`src/rtl/jtag_phy_pkg.sv`:
```
// Shared types for the JTAG command PHY: command word layout, op codes, FSM states.
// Latency: n/a (types and pure helper functions only).
// Backpressure: n/a.
package jtag_phy_pkg;

    localparam int CMD_W  = 40;
    localparam int RESP_W = 32;

    typedef enum logic [1:0] {
        OP_TMS_SEQ  = 2'd0,
        OP_SHIFT_WR = 2'd1,
        OP_SHIFT_RD = 2'd2,
        OP_NOP      = 2'd3
    } op_t;

    typedef struct packed {
        op_t         op;
        logic [4:0]  len;       // number of bits minus one
        logic        tms_last;  // TMS on the final bit of a shift
        logic [31:0] data;      // shifted LSB first
    } cmd_t;

    typedef enum logic [1:0] {
        ST_IDLE = 2'd0,
        ST_LO   = 2'd1,
        ST_HI   = 2'd2,
        ST_RESP = 2'd3
    } state_t;

    // {tms, tdi} to present for bit idx of a command
    function automatic logic [1:0] pin_bits(input cmd_t c, input logic [4:0] idx);
        logic tms;
        logic tdi;
        if (c.op == OP_TMS_SEQ) begin
            tms = c.data[idx];
            tdi = 1'b0;
        end else begin
            tdi = c.data[idx];
            tms = (idx == c.len) ? c.tms_last : 1'b0;
        end
        return {tms, tdi};
    endfunction

    // Ones in bit positions 0..len, zeros above
    function automatic logic [RESP_W-1:0] len_mask(input logic [4:0] len);
        return {RESP_W{1'b1}} >> (5'd31 - len);
    endfunction

endpackage

```
`src/rtl/jtag_tck_gen.sv`:
```
// TCK half-period timer: strobes phase_done when the current TCK phase may end.
// Latency: phase_done after CLK_DIV cycles of run (plus RTCK echo wait when JTAG_RTCK_EN is defined).
// Backpressure: none; with JTAG_RTCK_EN the strobe is held off until the synced RTCK matches TCK.
module jtag_tck_gen #(
    parameter int CLK_DIV = 4
) (
    input  logic clk,
    input  logic reset,
    input  logic run,
`ifdef JTAG_RTCK_EN
    input  logic tck,
    input  logic rtck,
`endif
    output logic phase_done
);

    localparam int CNT_W = (CLK_DIV > 1) ? $clog2(CLK_DIV) : 1;
    localparam logic [CNT_W-1:0] CNT_LAST = CNT_W'(CLK_DIV - 1);

    logic [CNT_W-1:0] cnt_q;
    logic             cnt_last;
    logic             edge_ok;

    assign cnt_last = (cnt_q == CNT_LAST);

`ifdef JTAG_RTCK_EN
    logic [1:0] rtck_sync_q;

    // Two-flop synchroniser for the returned clock
    always_ff @(posedge clk) begin
        if (reset) begin
            rtck_sync_q <= 2'b00;
        end else begin
            rtck_sync_q <= {rtck_sync_q[0], rtck};
        end
    end

    // Target must have echoed the current TCK level before the phase can end
    assign edge_ok = (rtck_sync_q[1] == tck);
`else
    assign edge_ok = 1'b1;
`endif

    assign phase_done = run && cnt_last && edge_ok;

    // Count cycles within a phase; saturate while waiting on RTCK, restart on each phase
    always_ff @(posedge clk) begin
        if (reset || !run || phase_done) begin
            cnt_q <= '0;
        end else if (!cnt_last) begin
            cnt_q <= cnt_q + 1'b1;
        end
    end

endmodule

```
`src/rtl/jtag_cmd_phy.sv`:
```
// JTAG bit engine: pops cmd_t words, drives TCK/TMS/TDI LSB first, pushes captured TDO for SHIFT_RD.
// Latency: pop to first TCK rise CLK_DIV+1 cycles; command takes 2*CLK_DIV*nbits cycles (+1 RESP cycle).
// Backpressure: a SHIFT_RD is not popped while RESP_WRFULL is high; JTAG_RTCK_EN adds an RTCK port and echo wait.
module jtag_cmd_phy
    import jtag_phy_pkg::*;
#(
    parameter int CLK_DIV = 4
) (
    input  logic              CLK,
    input  logic              RESET,
    input  logic [CMD_W-1:0]  CMD_RDDATA,
    input  logic              CMD_RDEMPTY,
    output logic              CMD_RDEN,
    output logic [RESP_W-1:0] RESP_WRDATA,
    output logic              RESP_WREN,
    input  logic              RESP_WRFULL,
    output logic              TCK,
    output logic              TMS,
    output logic              TDI,
    input  logic              TDO,
`ifdef JTAG_RTCK_EN
    input  logic              RTCK,
`endif
    output logic              BUSY
);

    state_t            state_q;
    state_t            state_d;
    cmd_t              cmd_in;
    cmd_t              cmd_q;
    logic [4:0]        bit_q;
    logic [RESP_W-1:0] cap_q;
    logic [RESP_W-1:0] resp_q;
    logic              tck_q;
    logic              tms_q;
    logic              tdi_q;
    logic              pop;
    logic              run;
    logic              phase_done;
    logic              last_bit;

    assign cmd_in   = cmd_t'(CMD_RDDATA);
    assign run      = (state_q == ST_LO) || (state_q == ST_HI);
    // 5-bit counter reaches len (max 31) without wrapping, so len=31 gives 32 bits
    assign last_bit = (bit_q == cmd_q.len);

    jtag_tck_gen #(
        .CLK_DIV    (CLK_DIV)
    ) u_tck_gen (
        .clk        (CLK),
        .reset      (RESET),
        .run        (run),
`ifdef JTAG_RTCK_EN
        .tck        (tck_q),
        .rtck       (RTCK),
`endif
        .phase_done (phase_done)
    );

    // Next-state and pop decision
    always_comb begin
        state_d = state_q;
        pop     = 1'b0;
        case (state_q)
            ST_IDLE: begin
                if (!CMD_RDEMPTY && !(cmd_in.op == OP_SHIFT_RD && RESP_WRFULL)) begin
                    pop = 1'b1;
                    // NOP words are consumed with no pin activity
                    if (cmd_in.op != OP_NOP) begin
                        state_d = ST_LO;
                    end
                end
            end
            ST_LO: begin
                if (phase_done) begin
                    state_d = ST_HI;
                end
            end
            ST_HI: begin
                if (phase_done) begin
                    if (!last_bit) begin
                        state_d = ST_LO;
                    end else if (cmd_q.op == OP_SHIFT_RD) begin
                        state_d = ST_RESP;
                    end else begin
                        state_d = ST_IDLE;
                    end
                end
            end
            ST_RESP: begin
                state_d = ST_IDLE;
            end
            default: begin
                state_d = ST_IDLE;
            end
        endcase
    end

    // State register; reset aborts any command in flight
    always_ff @(posedge CLK) begin
        if (RESET) begin
            state_q <= ST_IDLE;
        end else begin
            state_q <= state_d;
        end
    end

    // Command latch, bit counter, pin registers and TDO capture
    always_ff @(posedge CLK) begin
        if (RESET) begin
            cmd_q  <= '0;
            bit_q  <= 5'd0;
            cap_q  <= '0;
            resp_q <= '0;
            tck_q  <= 1'b0;
            tms_q  <= 1'b1;
            tdi_q  <= 1'b0;
        end else begin
            if (pop && cmd_in.op != OP_NOP) begin
                cmd_q          <= cmd_in;
                bit_q          <= 5'd0;
                cap_q          <= '0;
                {tms_q, tdi_q} <= pin_bits(cmd_in, 5'd0);
            end
            if (state_q == ST_LO && phase_done) begin
                tck_q        <= 1'b1;
                cap_q[bit_q] <= TDO;
            end
            if (state_q == ST_HI && phase_done) begin
                tck_q <= 1'b0;
                if (!last_bit) begin
                    bit_q          <= bit_q + 5'd1;
                    {tms_q, tdi_q} <= pin_bits(cmd_q, bit_q + 5'd1);
                end else if (cmd_q.op == OP_SHIFT_RD) begin
                    resp_q <= cap_q & len_mask(cmd_q.len);
                end
            end
        end
    end

    assign CMD_RDEN    = pop && !RESET;
    assign RESP_WREN   = (state_q == ST_RESP);
    assign RESP_WRDATA = resp_q;
    assign TCK         = tck_q;
    assign TMS         = tms_q;
    assign TDI         = tdi_q;
    assign BUSY        = (state_q != ST_IDLE) || CMD_RDEN;

endmodule

```
`config.mk`:
```
export PLATFORM = sky130hd
export DESIGN_NAME = jtag_cmd_phy
export DESIGN_NICKNAME = d
export VERILOG_FILES = /design/src/rtl/jtag_phy_pkg.sv /design/src/rtl/jtag_tck_gen.sv /design/src/rtl/jtag_cmd_phy.sv
export SDC_FILE = /design/constraint.sdc
export NUM_CORES = 1
export LEC_CHECK = 0
export BUFFER_PORTS_ARGS = -buffer_cell sky130_fd_sc_hd__buf_2
export CAP_MARGIN = 0
export CORE_MARGIN = 2
export CORE_UTILIZATION = 50
export DETAILED_ROUTE_END_ITERATION = 16
export HOLD_SLACK_MARGIN = 0.06
export MAX_ROUTING_LAYER = met4
export PLACE_DENSITY_LB_ADDON = 0.15
export RECOVER_POWER = 50
export SLEW_MARGIN = 20
export SYNTH_ARGS = -nofsm -noshare
export SYNTH_HDL_FRONTEND = slang
export SYNTH_SLANG_ARGS = --single-unit
```
`constraint.sdc`:
```
create_clock -name CLK -period 2.6 [get_ports CLK]
set_input_delay 0.52 -clock CLK [delete_from_list [all_inputs] [get_ports CLK]]
set_output_delay 0.52 -clock CLK [all_outputs]
set_load 0.02 [all_outputs]
```
==> run_results.csv <==
group,metric,value,unit
status,outcome,"complete, no violations",
global_routing,antenna_found_initial,0,
power_and_ir_drop,worst_ir_drop_vdd,0.391,mV
yosys,syn_area,5410,um^2
routing,routed_via_density,5.81,
die,fp.coreArea,10400,um^2
routing,num_vias,5006,
sta,fin_crit_sh,93.0,%
yosys,synthFlopType,"dfxtp_1",
finish,nFillCells,935,
clocking,ctsRootBufferMaster,"clkbuf_8",
finish,multiInputGateArea,2800,um^2
sta,min_period,2.42,ns
die,pin_count,83,
clocking,cts.path.max_buffers,2,
routing,wl_per_cell,16.7,um
routing,dr.pass1.iters,5,
clocking,clock_sinks,116,
sta,skew,0.00976,ns
clocking,cts_inserted_buffers,17,
clocking,path_clk_slew,0.06,ns
yosys,synth_edf_count,0,
clocking,cts_tree,"built",
power_and_ir_drop,leakage,0.00231,uW
clocking,ctsHoldBuffers,0,
finish,final_cell_mix,"129 x nand2_1, 116 x dfxtp_1, 116 x a21oi_1",
die,die_w,108,um
setup_path,worstPathRequired,3.00,ns
routing,finalWirelength,14400,um
global_routing,grt.total_usage,26.6,%
global_routing,grt_overflow_total,0,
sta,hold_viol,0,
finish,syn2layout_area_growth,19.4,%
yosys,synth.avg_cell_area,8.36,um^2
clocking,cts_setup_buffers,0,
setup_path,critPathMaxFanout,8,
yosys,synth_warnings,0,
power_and_ir_drop,total_power,5090,uW
yosys,yosys.cell_types.count,53,
finish,fin_util,62.0,%
yosys,async_flop_share,0,%
global_routing,grt_pass1_wl,23400,um
placed_design,dp_hpwl,9430,um
power_and_ir_drop,powerDensity,788,nW/um^2
routing,ant_nets,0,
setup_path,setup.worst_path.end_class,"register",
setup_path,arrival,2.82,ns
global_routing,grt_max_degree,53,
yosys,ys_ff_latch,116,
yosys,ys_seq_area_share,42.9,%
finish,final_common_cell,"nand2_1",
sta,timing.fmax,0.414,GHz
yosys,syn-num-nets,702,
yosys,synth_top_area_cell,"dfxtp_1",
routing,drt_iter0_markers,295,
die,die_y,108,um
yosys,synth.top_cell.area_share,42.9,%
finish,antenna_cells,0,
yosys,synthTopCellsByArea,"dfxtp_1 43%, a21oi_1 11%, nand2_1 9.0%",
placed_design,globalplace.congestion,0.888,
placed_design,port_buffers,82,
sta,relSlewSlack,63.9,%
sta,tns,0,ns
run,cap_violations,0,
clocking,htree_levels,4,
setup_path,worstSetupPathType,"register to register",
sta,worstMarginPinSlew,0.541,ns
sta,rsz0062_at_grt,"false",
die,die-area,11700,um^2
finish,fin_nets,768,
finish,final_layout_size_suffix_gt1_share,16.8,%
sta,setup_violations,0,
sta,finalMaxSlewViolations,0,
clocking,clk_latency,0.52,ns
setup_path,startpoint_type,"register",
die,start_util,51.9,%
yosys,syn_inst,647,
global_routing,grt_pass1_vias,4814,
finish,ff_latch_area,2320,um^2
routing,post-route-drc-count,0,
min_path,hp-class,"primary input to register",
die,rows,37,
## cell families after synthesis
logic type      share of synthesized area, %
compound gates                          19.6
fa+ha+maj                               2.31
mux                                     4.65
buf+inv                                 5.74
xor+xnor                                2.59
simple gates                            22.2
flops                                   42.9
## synthesized netlist by cell type, types with 6 or more instances
cell type and number:
nand2_1 129, o211ai_1 36, nand3_1 45, and2_1 10, mux2i_1 6, a21oi_1 116, buf_6 8, clkbuf_1 41
nand4_1 9, ha_1 10, nor2_1 20, dfxtp_1 116, xnor2_1 6
## cell type report
| class | count | area share (%) |
|---|---|---|
| inverters | 5 | 0.291 |
| clock inverters | 14 | 2.71 |
| repair buffers | 105 | 8.49 |
| well taps | 136 | 2.64 |
| clock buffers | 18 | 6.63 |
| multi-input cells | 468 | 43.3 |
| flip-flops and latches | 116 | 36.0 |
## what timing repair did
item / in CTS / in global routing
resized for setup: 1 / 2
pin swaps: 0 / 0
endpoints found under the setup margin: 1 / 1
## metrics by stage
| step | std cells | area, um^2 | hold WS [ns] | setup slack (ns) |
|---|---|---|---|---|
| 3_3_place_gp | 830 | 5890 | 0.416 | 0.113 |
| 6_report | 862 | 6460 | 0.236 | 0.182 |
| 4_1_cts | 862 | 6490 | 0.223 | 0.0789 |
| 2_1_floorplan | 647 | 5410 | 0.408 | 0.120 |
| 3_5_place_dp | 830 | 5890 | 0.434 | 0.0309 |
| 5_1_grt | 862 | 6460 | 0.222 | 0.0414 |
## per-layer routing
metal | vias up | global-route usage [%] | part of all wire [%]
li1 | 2424 | - | -
met2 | 195 | 44.4 | 51
met4 | 0 | 10.1 | 1.9
met5 | - | - | 0
met1 | 2357 | 30.9 | 41
met3 | 30 | 6.87 | 6.6
## sequential cells by signal, summed over array words and instances, names as in the netlist
signal	cells
cmd_q	40
RESP_WRDATA	32
cap_q	32
bit_q	5
state_q	2
u_tck_gen.cnt_q	2
TCK	1
TDI	1
TMS	1
## report_power, final
part / switching [uW] / internal, uW / leakage, uW
sequential: 79.6 / 1880 / 0.000939
clock: 868 / 1490 / 0.000289
combinational: 492 / 267 / 0.00108
total: 1440 / 3650 / 0.00231
## critical path: stages, from the launching register on
cell      delay [ns]
dfxtp_1         0.32
inv_1           0.10
ha_4            0.36
mux4_1          0.57
mux2i_1         0.19
mux2i_1         0.12
a211oi_2        0.25
a211oi_1        0.10
a211o_1         0.28
## path summary, 6_finish.rpt
check / from / endpoint / slack [ns] / depth (start not counted)
max: bit_q[0] / TMS / 0.18 / 8
min reg2reg: u_tck_gen.cnt_q[0] / u_tck_gen.cnt_q[0] / 0.44 / 1
max reg2reg: bit_q[0] / TMS / 0.18 / 8
min: CMD_RDDATA[20] / cmd_q[20] / 0.24 / 3
No activity file was read; power rests on OpenSTA's default activity.
